--- src/rtl/ll_pkg.sv ---
// ----------------------------------------------------------------------------
// ll_pkg : shared types and BCD helpers for the lunar-lander control slice
// Revision: 1.0
// ----------------------------------------------------------------------------
`default_nettype none

package ll_pkg;

    typedef enum logic [1:0] {IDLE, RUN, LANDED, CRASHED} ll_state_t;

    localparam int MAX_DIGITS = 16;

    // A ten's-complement BCD value is negative when its top digit is 5..9.
    function automatic logic bcd_is_neg(input logic [4*MAX_DIGITS-1:0] value,
                                        input int digits);
        logic [3:0] top;
        top = value[4*digits-1 -: 4];
        return (top >= 4'd5);
    endfunction

    function automatic logic [4*MAX_DIGITS-1:0] to_bcd(input longint unsigned n,
                                                      input int digits);
        logic [4*MAX_DIGITS-1:0] r;
        longint unsigned         v;
        r = '0;
        v = n;
        for (int i = 0; i < MAX_DIGITS; i++) begin
            if (i < digits) begin
                r[4*i +: 4] = 4'(v % 64'd10);
                v           = v / 64'd10;
            end
        end
        return r;
    endfunction

    // BCD encoding of -crash_vel, i.e. 10^digits - crash_vel.
    function automatic logic [4*MAX_DIGITS-1:0] crash_limit_bcd(input int digits,
                                                               input int crash_vel);
        longint unsigned p;
        p = 64'd1;
        for (int i = 0; i < digits; i++) begin
            p = p * 64'd10;
        end
        return to_bcd(p - longint'(unsigned'(crash_vel)), digits);
    endfunction

endpackage

`default_nettype wire

--- src/rtl/ll_bcdaddn.sv ---
// ----------------------------------------------------------------------------
// ll_bcdaddn : N-digit ripple BCD adder built from per-digit add-and-correct slices
// Revision: 1.0
// ----------------------------------------------------------------------------
`default_nettype none

module ll_bcdaddn #(
    parameter int DIGITS = 4
) (
    input  logic [4*DIGITS-1:0] a,
    input  logic [4*DIGITS-1:0] b,
    input  logic                ci,
    output logic [4*DIGITS-1:0] s,
    output logic                co
);

    logic [DIGITS:0] c;

    assign c[0] = ci;

    for (genvar g = 0; g < DIGITS; g++) begin : g_digit
        logic [4:0] raw;
        logic       adj;

        assign raw           = {1'b0, a[4*g +: 4]} + {1'b0, b[4*g +: 4]} + {4'd0, c[g]};
        assign adj           = (raw > 5'd9);
        assign s[4*g +: 4]   = adj ? 4'(raw + 5'd6) : raw[3:0];
        assign c[g+1]        = adj;
    end

    assign co = c[DIGITS];

endmodule

`default_nettype wire

--- src/rtl/ll_control_n.sv ---
// ----------------------------------------------------------------------------
// ll_control_n : step prescaler, run/pause/landed/crashed FSM, touchdown check, BCD step counter
// Revision: 1.0
// ----------------------------------------------------------------------------
`default_nettype none

module ll_control_n
    import ll_pkg::*;
#(
    parameter int DIGITS    = 4,
    parameter int TICK_DIV  = 25,
    parameter int CRASH_VEL = 30
) (
    input  logic                clk,
    input  logic                rst,
    input  logic                go,
    input  logic                hold,
    input  logic [4*DIGITS-1:0] alt,
    input  logic [4*DIGITS-1:0] vel,
    output logic                wen,
    output logic                land,
    output logic                crash,
    output logic                running,
    output logic [4*DIGITS-1:0] steps
);

    localparam int            W         = 4*DIGITS;
    localparam int            PW        = $clog2(TICK_DIV);
    localparam logic [PW-1:0] PRE_LAST  = PW'(TICK_DIV-1);
    localparam logic [W-1:0]  CRASH_LIM = W'(crash_limit_bcd(DIGITS, CRASH_VEL));

    ll_state_t     state_q, state_d;
    logic [PW-1:0] pre_q, pre_d;
    logic [W-1:0]  steps_q, steps_d;
    logic          wen_q, wen_d;
    logic          land_q, land_d;
    logic          crash_q, crash_d;
    logic          run_q, run_d;

    logic [W-1:0]  sum;
    logic [W-1:0]  steps_inc;
    logic          unused_sum_co;
    logic          unused_inc_co;
    logic          step;
    logic          touchdown;
    logic          safe;

    ll_bcdaddn #(.DIGITS(DIGITS)) u_sum (
        .a  (alt),
        .b  (vel),
        .ci (1'b0),
        .s  (sum),
        .co (unused_sum_co)
    );

    ll_bcdaddn #(.DIGITS(DIGITS)) u_inc (
        .a  (steps_q),
        .b  ('0),
        .ci (1'b1),
        .s  (steps_inc),
        .co (unused_inc_co)
    );

    // hold has priority over the wrap, so a held prescaler sits at PRE_LAST.
    assign step      = (state_q == RUN) && !hold && (pre_q == PRE_LAST);
    assign touchdown = (sum == '0) || bcd_is_neg((4*MAX_DIGITS)'(sum), DIGITS);
    assign safe      = !bcd_is_neg((4*MAX_DIGITS)'(vel), DIGITS) || (vel >= CRASH_LIM);

    always_comb begin
        state_d = state_q;
        pre_d   = pre_q;
        steps_d = steps_q;
        wen_d   = 1'b0;
        land_d  = land_q;
        crash_d = crash_q;
        unique case (state_q)
            IDLE: begin
                if (go) begin
                    state_d = RUN;
                    pre_d   = '0;
                end
            end
            RUN: begin
                if (step) begin
                    pre_d   = '0;
                    wen_d   = 1'b1;
                    steps_d = steps_inc;
                    if (touchdown) begin
                        if (safe) begin
                            state_d = LANDED;
                            land_d  = 1'b1;
                        end else begin
                            state_d = CRASHED;
                            crash_d = 1'b1;
                        end
                    end
                end else if (!hold) begin
                    pre_d = pre_q + 1'b1;
                end
            end
            LANDED, CRASHED: begin
                if (go) begin
                    state_d = RUN;
                    pre_d   = '0;
                    steps_d = '0;
                    land_d  = 1'b0;
                    crash_d = 1'b0;
                end
            end
            default: state_d = IDLE;
        endcase
        run_d = (state_d == RUN);
    end

    always_ff @(posedge clk or negedge rst) begin
        if (!rst) begin
            state_q <= IDLE;
            pre_q   <= '0;
            steps_q <= '0;
            wen_q   <= 1'b0;
            land_q  <= 1'b0;
            crash_q <= 1'b0;
            run_q   <= 1'b0;
        end else begin
            state_q <= state_d;
            pre_q   <= pre_d;
            steps_q <= steps_d;
            wen_q   <= wen_d;
            land_q  <= land_d;
            crash_q <= crash_d;
            run_q   <= run_d;
        end
    end

    assign wen     = wen_q;
    assign land    = land_q;
    assign crash   = crash_q;
    assign running = run_q;
    assign steps   = steps_q;

endmodule

`default_nettype wire

--- config.mk ---
export PLATFORM = sky130hd
export DESIGN_NAME = ll_control_n
export DESIGN_NICKNAME = d
export VERILOG_FILES = /design/src/rtl/ll_pkg.sv /design/src/rtl/ll_bcdaddn.sv /design/src/rtl/ll_control_n.sv
export SDC_FILE = /design/constraint.sdc
export NUM_CORES = 1
export LEC_CHECK = 0
export CORE_AREA = 2 2 93 113
export CTS_CLUSTER_SIZE = 20
export DETAILED_ROUTE_END_ITERATION = 8
export DIE_AREA = 0 0 95 115
export SLEW_MARGIN = 20
export SYNTH_ARGS = -nofsm -noshare
export SYNTH_HDL_FRONTEND = slang
export SYNTH_SLANG_ARGS = --single-unit
--- constraint.sdc ---
create_clock -name clk -period 9.3 [get_ports clk]
set_input_delay 1.395 -clock clk [delete_from_list [all_inputs] [get_ports clk]]
set_output_delay 1.395 -clock clk [all_outputs]
set_load 0.02 [all_outputs]
==> key figures, run 1 <==
Setup path
  – Max stage delay on crit path: approximately 560 ps
  – Crit-path leading delay family: adder cells
  – Worst-path fanout max: 4
  – Reg2reg path depth: 30
  – Levels on crit path: 34
  – Critical setup path kind: in2reg
  – FF-to-FF Start: steps[0]
  – CP Data Required Time: approximately 9500 ps
  – WP data arrival: 8990 ps
  – Crit end category: flop
  – CP Launch Point: alt[0]
  – Critical-path top delay cell: fa_2
  – R2R Setup Slk: 2050 ps
  – Worst setup SP type: input pin
  – Critical R2R Capture: steps[15]
  – Worst Setup EP: state_q[0]
  – Most Frequent Cell on Critical Path: fa_1
  – Worst Path Buf+Inv: 6

Clock tree
  – Cts bufs inserted: 3
  – H-tree Lvls: 1
  – CTS Hold Bufs: 0
  – Clock root buffer master: clkbuf_16
  – CTS max path bufs: 2
  – Clk slew on worst S/H paths: 60 ps
  – Sink Count: 27
  – CTS tree: yes
  – Worst-Skew Late Latency: approximately 260 ps

Place
  – Worst slack, placed: -237.1 ps
  – RePlAce Congestion: 0.7853
  – HPWL after DPL: 5.361 mm
  – # port buffers: between 50 and 60
  – Placed cell count: 529
  – DP Area: 3691 um^2

Drt
  – DRC viols: 0
  – Routed via count: ~2700
  – Routed wire length: 6.705 mm
  – Post-DRT Antenna Nets: 0
  – Number of DRC markers in iteration 0: 68
  – Routed len/inst: 12.56 um
  – First drt pass iteration count: 4
  – Routed vias/inst: between 5 and 6

STA
  – Post-route setup slack: 452.5 ps
  – Fin crit share: 95.13%
  – Worst-Margin Slew: 943.3 ps
  – Fin Clk Skew: 7.063 ps
  – Minimum clock period after layout: 8848 ps
  – Final Hold Viols: 0
  – Fin. max-slew vios: 0
  – Fmax: 0.1130 GHz
  – Final Setup Violations: 0
  – Slew headroom: 37.11%

Global routing
  – Gr ovfl total: 0
  – Initial antenna violation count: 0
  – Number of global-route vias before repair: roughly 2700
  – Total GRT Usage: between 10% and 20%
  – Largest net degree at the start of global routing: 29
  – First-pass GRT wire length: 11.48 mm

Yosys
  – Syn nets: 422
  – Register area share after synthesis: a little under a quarter
  – Post-synth top area share: between 20% and 30%
  – Number of flops mapped to enable cells by yosys: 0
  – Main synth FF type: dfrtp_1
  – Synth Warn #: 0
  – Fraction of registers with async set/reset: between 90% and 100%
  – Synth Area per Inst: 8.542 um^2
  – Post-synthesis instance total: approximately 340
  – Post-synth top area cell: dfrtp_1
  – Library cells used by synthesis: 54
  – Synthesized area: 2913 um^2
  – Largest cells by area after synthesis: dfrtp_1 (23%), ha_1 (16%), fa_1 (4.8%)
  – Flops & latches, synth: 27

Layout
  – Layout Cells excl Fill: 534
  – Most frequent cells in the layout: clkdlybuf4s50_1 (55), ha_1 (36), nand2_1 (35), dfrtp_1 (27), inv_1 (25)
  – ANT cells: 0
  – Fin area: 3821 um^2
  – Layout Utilization: 38.76%
  – Share of layout cells above drive strength 1: 8.824%
  – Most common cell after layout, fill and taps aside: clkdlybuf4s50_1
  – Layout Nets: 490
  – Area Growth Syn to Fin: 31.19%

Power
  – P_leak: between 1.5 and 2 nW
  – Maximum vdd drop: 0.08586 mV
  – Pwr Density: just under 200 nW/um^2
  – Design Power: roughly 0.76 mW

Floorplan
  – Die Wd: 95 um
  – Die Y-Extent: 115 um
  – Die ar.: 10930 um^2
  – Rows: 40
  – Placeable Area: 9859 um^2
  – Initial Util: 29.54%
  – I/O pin total: 56

Worst hold path
  – Hold/Removal Path Class: reg2reg

Run
  – Max_cap viols: 0

Outcome
  – Status: finished clean
per-layer routing:
layer	up-vias	GRT usage, %	routed length (um)
li1	1377	-	-
met1	1285	15.65	3055
met2	61	23.50	3356
met3	4	1.114	247
met4	0	2.609	46
met5	-	0	0
kinds of logic (layout without fill, tap and decap cells):
group / Yosys count / in the layout / synth area share, %
buffers and inverters: 30 / 97 / 3.909
XOR/XNOR: 23 / 23 / 6.916
multiplexers: 8 / 8 / 2.878
AO/OA/AOI/OAI: 91 / 91 / 21.35
flip-flops: 27 / 27 / 23.20
AND/OR/NAND/NOR: 117 / 117 / 20.62
adder cells (fa/ha/maj): 45 / 45 / 21.13
state kept, by name, indices dropped and copies added, names as in the netlist:
register	count
wen	1
state_q	2
running	1
pre_q	5
crash	1
land	1
steps	16
power breakdown:
part | switching [mW] | total, mW | leakage (nW) | internal [mW]
logic | 0.233 | 0.453 | 1.27 | 0.220
clock network | 0.0413 | 0.0994 | 0.0409 | 0.0581
registers | 0.0503 | 0.203 | 0.348 | 0.152
total | 0.324 | 0.755 | 1.66 | 0.431
synth_stat cells (all sizes together), types with 4 or more instances:
| library cell | instances |
|---|---|
| xor2 | 9 |
| dfrtp | 27 |
| inv | 25 |
| nand2 | 35 |
| nand4 | 4 |
| a221oi | 4 |
| ha | 38 |
| nor3 | 4 |
| a21oi | 18 |
| a21o | 8 |
| nand3 | 17 |
| o21ai | 21 |
| and3 | 4 |
| fa | 7 |
| nor2 | 22 |
| xnor2 | 14 |
| mux2i | 5 |
| nand2b | 5 |
| nor3b | 4 |
| clkbuf | 4 |
| nor2b | 10 |
repair_timing:
item | in CTS | in global routing
gates resized for setup | 0 | 8
endpoints found under the setup margin | 0 | 5
setup buffers | 0 | 1
through the flow:
| stage | hold WS [ps] | TNS [ps] |
|---|---|---|
| after global routing | 552.5 | -137.8 |
| final | 508.1 | 0 |
| after global placement | 502.2 | 0 |
| after floorplan | 504.9 | 0 |
| after detailed placement | 514.8 | -853.9 |
| after CTS | 529.4 | 0 |
layout make-up:
cell class / count / area, um^2
inverter: 25 / 93.84
sequential: 27 / 675.6
clock buffer: 3 / 75.07
multi-input combinational: 284 / 2166
timing repair buffer: 68 / 648.1
tap: 126 / 157.7
clock inverter: 1 / 5.005
fill: 1003 / 6038
worst min-delay path: cells and delay by family (launching register included):
| family | cells | cell delay, ps |
|---|---|---|
| AND/OR/NAND/NOR | 2 | 110 |
| flip-flops | 1 | 360 |
how the worst min path moves through the flow:
| stage | end | depth (start not counted) | from | slack [ps] |
|---|---|---|---|---|
| final | crash | 2 | crash | 510 |
| after global routing | crash | 2 | crash | 550 |
| after CTS | crash | 2 | crash | 530 |
| after detailed placement | crash | 2 | crash | 510 |
| after global placement | crash | 2 | crash | 500 |
| after floorplan | pre_q[4] | 2 | pre_q[4] | 500 |
No activity file was read; power rests on OpenSTA's default activity.
==> run 2: changes to the inputs <==
--- a/config.mk
+++ b/config.mk
@@ -5,6 +5,7 @@
 export SDC_FILE = /design/constraint.sdc
 export NUM_CORES = 1
 export LEC_CHECK = 0
+export ABC_AREA = 0
 export CORE_AREA = 2 2 93 113
 export CTS_CLUSTER_SIZE = 20
 export DETAILED_ROUTE_END_ITERATION = 8
==> results of run 2 <==
The final DEF is identical to that of run 1; final timing and power are the same.
